## config.mk

```make
export PLATFORM = sky130hd
export DESIGN_NAME = dozen_dispatch
export DESIGN_NICKNAME = d
export VERILOG_FILES = /design/src/rtl/dozen_dispatch.sv
export SDC_FILE = /design/constraint.sdc
export NUM_CORES = 1
export LEC_CHECK = 0
export ABC_AREA = 1
export CORE_MARGIN = 5
export CORE_UTILIZATION = 50
export DETAILED_ROUTE_END_ITERATION = 8
export PLACE_DENSITY = 0.81
export RECOVER_POWER = 25
export SLEW_MARGIN = 0
export SYNTH_ARGS = -nofsm -noshare
export SYNTH_HDL_FRONTEND = slang
export SYNTH_SLANG_ARGS = --single-unit
```

## constraint.sdc

```tcl
create_clock -name clk -period 4.5 [get_ports clk]
set_input_delay 1.35 -clock clk [delete_from_list [all_inputs] [get_ports clk]]
set_output_delay 1.35 -clock clk [all_outputs]
set_load 0.1 [all_outputs]
```

## src/rtl/dozen_dispatch.sv

```systemverilog
// Shipping-side dozen counter: loads a BCD order of dozens and counts bottles down to zero.
// Optional stall watchdog is compiled in with `define DISPATCH_WDOG_EN.
module dozen_dispatch #(
    parameter int unsigned DOZEN_SIZE  = 12,
    parameter int unsigned WDOG_CYCLES = 1000,
    parameter int unsigned WDOG_W      = 10
) (
    input  logic       clk,
    input  logic       reset,
    input  logic       load,
    input  logic [3:0] dezenas_in,
    input  logic [3:0] unidades_in,
    input  logic       bottle,
    input  logic       abort,
    output logic [3:0] dezenas_rest,
    output logic [3:0] unidades_rest,
    output logic [3:0] bottles_left,
    output logic       busy,
    output logic       done,
    output logic       load_err,
    output logic       stall
);

    typedef enum logic [1:0] {IDLE, RUN, DONE} state_t;

    localparam logic [3:0] LEFT_MAX = 4'(DOZEN_SIZE - 1);

    if ((2 ** WDOG_W) <= WDOG_CYCLES || DOZEN_SIZE < 2 || DOZEN_SIZE > 16) begin : g_bad_params
        $error("dozen_dispatch: illegal parameter combination");
    end

    state_t     state_q, state_d;
    logic [3:0] dez_q, dez_d;
    logic [3:0] uni_q, uni_d;
    logic [3:0] left_q, left_d;
    logic       busy_q, busy_d;
    logic       done_q, done_d;
    logic       err_q, err_d;

    always_comb begin
        state_d = state_q;
        dez_d   = dez_q;
        uni_d   = uni_q;
        left_d  = left_q;
        busy_d  = busy_q;
        done_d  = 1'b0;
        err_d   = 1'b0;
        case (state_q)
            IDLE: begin
                if (load) begin
                    if (dezenas_in > 4'd9 || unidades_in > 4'd9) begin
                        err_d = 1'b1;
                    end else if (dezenas_in == 4'd0 && unidades_in == 4'd0) begin
                        state_d = DONE;
                        done_d  = 1'b1;
                    end else begin
                        dez_d   = dezenas_in;
                        uni_d   = unidades_in;
                        left_d  = LEFT_MAX;
                        busy_d  = 1'b1;
                        state_d = RUN;
                    end
                end
            end
            RUN: begin
                if (abort) begin
                    state_d = IDLE;
                    dez_d   = '0;
                    uni_d   = '0;
                    left_d  = '0;
                    busy_d  = 1'b0;
                end else if (bottle) begin
                    if (left_q != 4'd0) begin
                        left_d = left_q - 4'd1;
                    end else if (dez_q == 4'd0 && uni_q == 4'd1) begin
                        state_d = DONE;
                        dez_d   = '0;
                        uni_d   = '0;
                        left_d  = '0;
                        busy_d  = 1'b0;
                        done_d  = 1'b1;
                    end else begin
                        // dozen completed: BCD decrement with borrow from tens
                        left_d = LEFT_MAX;
                        if (uni_q == 4'd0) begin
                            uni_d = 4'd9;
                            dez_d = dez_q - 4'd1;
                        end else begin
                            uni_d = uni_q - 4'd1;
                        end
                    end
                end
            end
            DONE: begin
                state_d = IDLE;
            end
            default: begin
                state_d = IDLE;
            end
        endcase
    end

    always_ff @(posedge clk or negedge reset) begin
        if (!reset) begin
            state_q <= IDLE;
            dez_q   <= '0;
            uni_q   <= '0;
            left_q  <= '0;
            busy_q  <= 1'b0;
            done_q  <= 1'b0;
            err_q   <= 1'b0;
        end else begin
            state_q <= state_d;
            dez_q   <= dez_d;
            uni_q   <= uni_d;
            left_q  <= left_d;
            busy_q  <= busy_d;
            done_q  <= done_d;
            err_q   <= err_d;
        end
    end

    assign dezenas_rest  = dez_q;
    assign unidades_rest = uni_q;
    assign bottles_left  = left_q;
    assign busy          = busy_q;
    assign done          = done_q;
    assign load_err      = err_q;

`ifdef DISPATCH_WDOG_EN
    localparam logic [WDOG_W-1:0] WDOG_LIMIT = WDOG_W'(WDOG_CYCLES);
    localparam logic [WDOG_W-1:0] WDOG_ONE   = WDOG_W'(1);

    logic [WDOG_W-1:0] wcnt_q, wcnt_d;
    logic              stall_q, stall_d;

    // Counting only happens in RUN without bottle/abort; any other cycle clears both.
    always_comb begin
        wcnt_d  = '0;
        stall_d = 1'b0;
        if (state_q == RUN && !bottle && !abort) begin
            wcnt_d  = (wcnt_q == WDOG_LIMIT) ? wcnt_q : wcnt_q + WDOG_ONE;
            stall_d = stall_q | (wcnt_d == WDOG_LIMIT);
        end
    end

    always_ff @(posedge clk or negedge reset) begin
        if (!reset) begin
            wcnt_q  <= '0;
            stall_q <= 1'b0;
        end else begin
            wcnt_q  <= wcnt_d;
            stall_q <= stall_d;
        end
    end

    assign stall = stall_q;
`else
    assign stall = 1'b0;
`endif

endmodule
```

==> out/qor.csv, run 1 <==
metric;value;unit
syn avg cell area;7.25;µm²
total gr overflow;0;
fin nets;212;
number of synthesized flops with an enable pin;0;
FF-to-FF setup slack;2750;ps
Gate Count Post-Synth;164;
Routed Antenna Nets;0;
Via Count;1167;
Post-CTS Setup Bufs;0;
Worst path max stage delay;1170;ps
Yosys top cell by area;dfrtp_1;
Period minus WS final;3250;ps
critical path buffer and inverter count;1;
wire per inst;12.7;µm
Iteration-0 DRC Markers;31;
Port Buffers;27;
pin slew with the least headroom to its limit;976;ps
CTS resizes;0;
final-report max-slew violation count;0;
Total Wirelength;2.82;mm
GP Congestion;0.888;
outcome;finished, final reports clean;
max_cap viols;0;
Crit-path slowest cell;clkdlybuf4s50_1;
Yosys reg bits;17;
Synth top area share;35.8;%
Post-CTS Hold Buffers;0;
highest clock rate;308;MHz
critical path startpoint category;register;
Die Y;58.8;µm
# setup viols final;0;
most frequent cell after synthesis;nand2_1;
Post-Syn Nets;181;
most area-consuming cells after synthesis;dfrtp_1, nand2_1, nand3_1;
Top delay family on crit path;buffers and inverters;
die area;3450;µm²
Unique masters post-synth;24;
HPWL Detailed;2.29;mm
Starting Density;53.2;%
critical path data required time;3150;ps
worst hold path class;reg -> reg;
core area;2230;µm²
period utilisation layout;72.2;%
asr flop ratio synth;100;%
# IOs;29;
DR vias/cell;5.26;
worst path cell trace;clkdlybuf4s50_1;
CTS Sinks;17;
root buffer cell;clkbuf_4;
top cells by instance count after synthesis;nand2_1, dfrtp_1, inv_1, nor2_1, nand3_1;
Slew HR;34.8;%
final hold vios;0;
final clock skew;7.04;ps
share of the yosys chip area belonging to registers;35.8;%
largest net degree at the start of global routing;18;
dpl ws;1500;ps
CP endpoint kind;primary output;
DRC Markers;0;
RSZ-0062 raised after global routing;false;
Std-Cell Rows;17;
cts bufs inserted;3;
# diodes;0;
Worst-Skew Late Latency;290;ps
number of global-route vias before repair;1230;
Worst Path Max Fanout;6;
CTS tree;built;
Die X;58.8;µm
total negative setup slack;0;ps
total iterations of the first detailed-routing run;4;
H-tree levels;1;
first-pass GRT wire length;5.06;mm
final worst slack;1250;ps
Total GRT Usage;18.5;%
ys flop type;dfrtp_1;
layout cells sized above 1;10.3;%
Crit path arrival time;1900;ps
initial antenna violation count;0;
CP Class;reg -> out;
area delta synth->final;27.4;%
Clock transition at path regs;100;ps
Ys Warns;0;
Synth Cell Area;1190;µm²
Max clock buf depth;2;
## layer usage
metal,part of all wire (%),up-vias,global-route usage [%]
met5,0,-,0
met2,48,32,32.5
met3,5.6,4,4.61
met4,0.78,0,5.50
met1,46,548,22.0
li1,-,583,-
## per-stage QoR
stage                     util (%)  cells  instance area, µm²  hold WS (ps)
after floorplan                  -    164                1190           473
after global placement        66.6    218                1490           460
after detailed placement      66.6    218                1490           463
after CTS                     67.8    222                1510           489
after global routing          67.8    222                1510           538
final                         67.8    222                1510           483
## layout make-up
| type | instances | area, µm² |
|---|---|---|
| clock buffers | 3 | 22.5 |
| clock inverters | 1 | 5.00 |
| fillers | 194 | 719 |
| inverters | 18 | 67.6 |
| multi-input cells | 128 | 688 |
| flip-flops and latches | 17 | 425 |
| well taps | 28 | 35.0 |
| repair buffers | 27 | 270 |
## worst paths after layout
path | start | endpoint | cells past startpoint
min in group asynchronous | reset | bottles_left[0]$_DFFE_PN0P_ | 1
worst max-delay path | unidades_rest[0]$_DFFE_PN0P_ | unidades_rest[0] | 1
worst max register to register | bottles_left[0]$_DFFE_PN0P_ | dezenas_rest[1]$_DFFE_PN0P_ | 9
worst min register to register | busy$_DFFE_PN0P_ | busy$_DFFE_PN0P_ | 2
max in group asynchronous | reset | unidades_rest[0]$_DFFE_PN0P_ | 1
worst min-delay path | busy$_DFFE_PN0P_ | busy$_DFFE_PN0P_ | 2
## registers in the layout, summed over array words and instances, names as in the netlist
register       flops
busy               1
unidades_rest      4
bottles_left       4
state_q            2
load_err           1
done               1
dezenas_rest       4
## cell families (layout without fill, tap and decap cells)
family | count (synthesis) | after routing | synth area share (%)
adder cells (fa/ha/maj) | 4 | 4 | 4.21
flip-flops | 17 | 17 | 35.8
AO/OA/AOI/OAI | 16 | 16 | 6.95
AND/OR/NAND/NOR | 101 | 101 | 42.0
XOR/XNOR | 6 | 6 | 4.42
other | 1 | 1 | 0.315
buffers and inverters | 19 | 49 | 6.32
## placed cells by master, fill, tap and decap left out
cell | netlist | routed
nand2_4 | 3 | 3
nand3_1 | 12 | 12
a21oi_1 | 2 | 2
ha_1 | 4 | 4
dlygate4sd3_1 | 0 | 1
inv_1 | 13 | 13
nor2_2 | 1 | 1
nand2_1 | 58 | 58
o31ai_1 | 1 | 1
nand4_2 | 1 | 1
nand2_2 | 2 | 2
conb_1 | 1 | 1
clkinv_1 | 1 | 1
nand4_1 | 6 | 6
inv_2 | 4 | 4
clkdlybuf4s50_1 | 0 | 26
o21ai_1 | 3 | 3
nor3_4 | 1 | 1
nor2_4 | 3 | 3
nor2_8 | 1 | 1
xnor2_1 | 1 | 1
clkinv_2 | 0 | 1
clkbuf_4 | 0 | 3
dfrtp_1 | 17 | 17
nor2_1 | 13 | 13
xor2_1 | 5 | 5
o21ai_0 | 10 | 10
Power of run 1 is not shown: default switching activity piles up to over one toggle a cycle in this logic, so the estimate is an artifact.
==> run 2, diff against run 1 <==
--- a/config.mk
+++ b/config.mk
@@ -7,9 +7,9 @@
 export LEC_CHECK = 0
 export ABC_AREA = 1
 export CORE_MARGIN = 5
-export CORE_UTILIZATION = 50
+export CORE_UTILIZATION = 44
 export DETAILED_ROUTE_END_ITERATION = 8
-export PLACE_DENSITY = 0.81
+export PLACE_DENSITY = 0.75
 export RECOVER_POWER = 25
 export SLEW_MARGIN = 0
 export SYNTH_ARGS = -nofsm -noshare
==> constraint.sdc (replaced) <==
create_clock -name clk -period 2.85 [get_ports clk]
set_input_delay 0.855 -clock clk [delete_from_list [all_inputs] [get_ports clk]]
set_output_delay 0.855 -clock clk [all_outputs]
set_load 0.1 [all_outputs]
==> out/qor.csv, run 2 (synthesis gave the netlist of run 1 again) <==
metric;value;unit;change
Top delay family on crit path;simple AND/OR/NAND/NOR gates;;
GP Congestion;0.921;;+3.7%
worst hold-check slack;497;ps;+14.5 ps
wire per inst;12.6;µm;-0.51%
met1 WL;1.26;mm;-2.3%
Top Layer Used;met4;;
area delta synth->final;24.4;%;
critical path startpoint category;input pin;;
cts bufs inserted;3;;unchanged
Clock transition at path regs;100;ps;about the same
# setup viols final;0;;unchanged
RSZ-0062 raised after global routing;false;;
Crit path arrival time;2290;ps;+390 ps
Starting Density;47.1;%;-6.1 points
Fillers;253;;+30%
Post-CTS Setup Bufs;0;;unchanged
HPWL Detailed;2.38;mm;+4.2%
CP Class;in -> reg;;
Port Buffers;27;;unchanged
critical path data required time;3040;ps;-110 ps
total iterations of the first detailed-routing run;4;;unchanged
fin nets;212;;unchanged
final hold vios;0;;unchanged
root buffer cell;clkbuf_4;;
final clock skew;4.05;ps;-2.99 ps
Routed Antenna Nets;0;;unchanged
worst hold path class;reg -> reg;;
die area;3840;µm²;+11%
# diodes;0;;unchanged
initial antenna violation count;0;;unchanged
number of global-route vias before repair;1180;;-4.1%
FF-to-FF setup slack;1110;ps;-1640 ps
largest net degree at the start of global routing;18;;unchanged
Total GRT Usage;17.3;%;-1.2 points
critical path buffer and inverter count;1;;unchanged
Seq. cell area;425;µm²;unchanged
CTS Sinks;17;;unchanged
Worst Path Max Fanout;8;;+2
highest clock rate;477;MHz;
Via Count;1169;;+0.17%
total gr overflow;0;;unchanged
most common cell after layout, fill and taps aside;nand2_1;;
CTS resizes;0;;unchanged
Max clock buf depth;2;;unchanged
metal2 WL;1.31;mm;-3.0%
H-tree levels;1;;unchanged
multi-input logic area;688;µm²;unchanged
final-report max-slew violation count;0;;unchanged
Total Wirelength;2.83;mm;+0.39%
cell mode on critical path;nand2_1;;
outcome;finished, final reports clean;;
CP endpoint kind;register;;
# IOs;29;;unchanged
Worst setup startpoint;unidades_in[1];;
Die X;62.0;µm;+5.5%
layout cells sized above 1;18.0;%;+7.7 points
pin slew with the least headroom to its limit;771;ps;-205 ps
max_cap viols;0;;unchanged
Worst-Skew Late Latency;290;ps;about the same
Iteration-0 DRC Markers;25;;-19%
period utilisation layout;73.5;%;
worst flop-to-flop path startpoint;bottles_left[0]$_DFFE_PN0P_;;
Post-CTS Hold Buffers;0;;unchanged
DR vias/cell;5.22;;-0.72%
core area;2520;µm²;+13%
Hold Crit Start;busy$_DFFE_PN0P_;;
worst path cell trace;clkdlybuf4s50_1 -> o21ai_0 -> nand2_1 -> nand2_1 -> nand2_4 -> nor2_8 -> nand2_4 -> nand2_1 -> nand2_1;;
total negative setup slack;0;ps;unchanged
Period minus WS final;2100;ps;
CTS tree;built;;
Slew HR;48.4;%;+14 points
DRC Markers;0;;unchanged
Std-Cell Rows;18;;+1
Die Y;62.0;µm;+5.5%
Crit-path slowest cell;clkdlybuf4s50_1;;
Worst path max stage delay;440;ps;-730 ps
most frequent cells in the layout;nand2_1, dfrtp_1, buf_4;;
first-pass GRT wire length;4.95;mm;-2.0%
Met3 Routed Length;201;µm;+27%
-- run 2: cell types whose count changed in the layout (fill, tap and decap cells not counted), sizes merged --
cell           before  now
clkdlybuf4s50      26   11
buf                 0   15
-- run 2: final timing paths --
| check | endpoint | depth (start not counted) |
|---|---|---|
| worst max-delay path | unidades_rest[1]$_DFFE_PN0P_ | 9 |
| worst min-delay path | busy$_DFFE_PN0P_ | 2 |
| worst max register to register | dezenas_rest[0]$_DFFE_PN0P_ | 9 |
| worst min register to register | busy$_DFFE_PN0P_ | 2 |
| max in group asynchronous | dezenas_rest[3]$_DFFE_PN0P_ | 1 |
| min in group asynchronous | bottles_left[0]$_DFFE_PN0P_ | 1 |
-- run 2: through the flow --
stage	cell area (µm²)	worst slack (ps)	util, %	cells
detailed placement	1450	434	57.5	220
global route	1480	576	58.6	224
CTS	1480	750	58.6	224
floorplan	1190	657	-	164
finish	1480	754	58.6	224
global placement	1450	494	57.5	220
-- run 2: layout make-up --
cell class / instances / share of cell area (%)
repair buffers: 27 / 15.7
well taps: 30 / 2.54
clock inverters: 1 / 0.338
flip-flops and latches: 17 / 28.8
inverters: 18 / 4.57
multi-input cells: 128 / 46.5
clock buffers: 3 / 1.52
-- run 2: metal layers --
metal,track usage [%],up-vias
met1,22.2,536
met4,5.76,0
met3,3.31,7
met2,29.1,44
li1,-,582
met5,0,-
-- run 2: worst reg2reg max path, stage by stage (launching register included) --
cell and delay [ps]:
dfrtp_1 420, inv_1 150, ha_1 180, nand3_1 170
inv_1 180, nor2_4 80, nor2_4 140, nand4_1 180
nand2_1 100, nand2_1 50
Power of run 2 is left out for the same reason.
==> run 3, diff against run 2 <==
==> constraint.sdc (replaced) <==
create_clock -name clk -period 1.9 [get_ports clk]
set_input_delay 0.57 -clock clk [delete_from_list [all_inputs] [get_ports clk]]
set_output_delay 0.57 -clock clk [all_outputs]
set_load 0.1 [all_outputs]
==> out/qor.csv, run 3 (synthesis gave the netlist of run 1 again) <==
metric;value;unit;change
Top delay family on crit path;simple AND/OR/NAND/NOR gates;;
multi-input logic area;696;µm²;+1.1%
area delta synth->final;46.1;%;
largest net degree at the start of global routing;18;;unchanged
most common cell after layout, fill and taps aside;nand2_1;;
H-tree levels;1;;unchanged
# IOs;29;;unchanged
initial antenna violation count;0;;unchanged
total gr overflow;0;;unchanged
critical path startpoint category;input pin;;
pin slew with the least headroom to its limit;885;ps;+114 ps
Total Wirelength;2.86;mm;+1.1%
placed insts;228;;+3.6%
fin nets;220;;+3.8%
critical path data required time;2130;ps;-910 ps
layout cells sized above 1;23.8;%;+5.7 points
CTS tree;built;;
cts bufs inserted;3;;unchanged
final clock skew;1.81;ps;-2.24 ps
core area;2520;µm²;unchanged
Starting Density;47.1;%;unchanged
Slew HR;41.0;%;-7.5 points
first-pass GRT wire length;5.02;mm;+1.4%
HPWL Detailed;2.40;mm;+0.80%
RSZ-0062 raised after global routing;false;;
Die X;62.0;µm;unchanged
cell mode on critical path;nand2_1;;
# setup viols final;0;;unchanged
Clock transition at path regs;90;ps;about the same
CP endpoint kind;register;;
dpl ws;-230;ps;-664 ps
Routed Antenna Nets;0;;unchanged
DR vias/cell;5.03;;-3.6%
Die Y;62.0;µm;unchanged
Total GRT Usage;17.6;%;+0.26 points
Max clock buf depth;2;;unchanged
worst path cell trace;clkdlybuf4s50_1 -> o21ai_1 -> nand2_1 -> nand2_1 -> buf_4 -> nand2_1 -> nor2_4 -> nand3_1 -> nand2_1;;
Period minus WS final;1750;ps;
CP Class;in -> reg;;
total iterations of the first detailed-routing run;4;;unchanged
die area;3840;µm²;unchanged
critical path buffer and inverter count;2;;+1
final hold vios;0;;unchanged
GP Congestion;0.878;;-4.6%
Crit path arrival time;1980;ps;-310 ps
Post-CTS Hold Buffers;0;;unchanged
Worst-Skew Late Latency;290;ps;about the same
root buffer cell;clkbuf_4;;
wire per inst;12.3;µm;-2.4%
outcome;finished, final reports clean;;
Std-Cell Rows;18;;unchanged
Seq. cell area;433;µm²;+1.8%
period utilisation layout;92.0;%;
Fillers;210;;-17%
DRC Markers;0;;unchanged
Port Buffers;27;;unchanged
final-report max-slew violation count;0;;unchanged
# diodes;0;;unchanged
max_cap viols;0;;unchanged
highest clock rate;572;MHz;
Worst Path Max Fanout;5;;-3
final worst slack;151;ps;-603 ps
most frequent cells in the layout;nand2_1, buf_12, inv_1, nor2_1, nand3_1;;
total negative setup slack;0;ps;unchanged
number of global-route vias before repair;1175;;-0.42%
Crit-path slowest cell;clkdlybuf4s50_1;;
worst hold path class;reg -> reg;;
CTS Sinks;17;;unchanged
Non-Filler Instances;232;;+3.6%
Iteration-0 DRC Markers;27;;+8.0%
Worst path max stage delay;450;ps;about the same
Via Count;1167;;-0.17%
-- run 3: cell types whose count changed in the layout (fill, tap and decap cells not counted), sizes merged --
cell    change
buf         +7
clkinv      -1
clkbuf      +2
-- run 3: worst reg2reg max path, cell delays in order (launching register included) --
cell     delay (ps)
dfrtp_2         430
inv_1           150
ha_1            170
nand3_1         160
inv_1           180
nor2_4           70
nor2_4          100
nand4_1         180
nand2_1         100
nand2_1          50
-- run 3: final cells by class --
| class | count | area share, % |
|---|---|---|
| multi-input combinational | 128 | 40.1 |
| timing repair buffer | 35 | 27.4 |
| sequential | 17 | 24.9 |
| inverter | 18 | 3.89 |
| tap | 30 | 2.16 |
| clock buffer | 4 | 1.51 |
-- run 3: stage by stage --
stage / area, µm² / hold slack (ps) / utilization [%]
2_1_floorplan: 1200 / 274 / -
3_3_place_gp: 1710 / 506 / 67.7
3_5_place_dp: 1710 / 502 / 67.7
4_1_cts: 1730 / 524 / 68.7
5_1_grt: 1740 / 580 / 68.8
6_report: 1740 / 525 / 68.8
-- run 3: timing repair --
| item | in CTS | in global routing |
|---|---|---|
| resized for setup | 0 | 3 |
| buffers inserted | 0 | 0 |
| endpoints found under the setup margin | 0 | 4 |
-- run 3: final timing paths --
kind	startpoint	endpoint	slack [ps]	cells after the start
worst max-delay path	unidades_in[1]	dezenas_rest[0]$_DFFE_PN0P_	150	9
worst min-delay path	state_q[0]$_DFFE_PN0P_	state_q[0]$_DFFE_PN0P_	520	2
worst max register to register	bottles_left[1]$_DFFE_PN0P_	dezenas_rest[1]$_DFFE_PN0P_	200	9
worst min register to register	state_q[0]$_DFFE_PN0P_	state_q[0]$_DFFE_PN0P_	520	2
max in group asynchronous	reset	dezenas_rest[1]$_DFFE_PN0P_	390	2
min in group asynchronous	reset	unidades_rest[2]$_DFFE_PN0P_	910	2
-- run 3: per-layer routing --
layer	share of wire [%]	GRT usage (%)	wire length, µm	vias up
met5	0	0	0	-
met4	1.7	5.76	49	0
met3	5.6	2.89	161	7
met2	47	28.8	1340	35
met1	46	23.5	1300	523
li1	-	-	-	602
Power of run 3 is left out for the same reason.
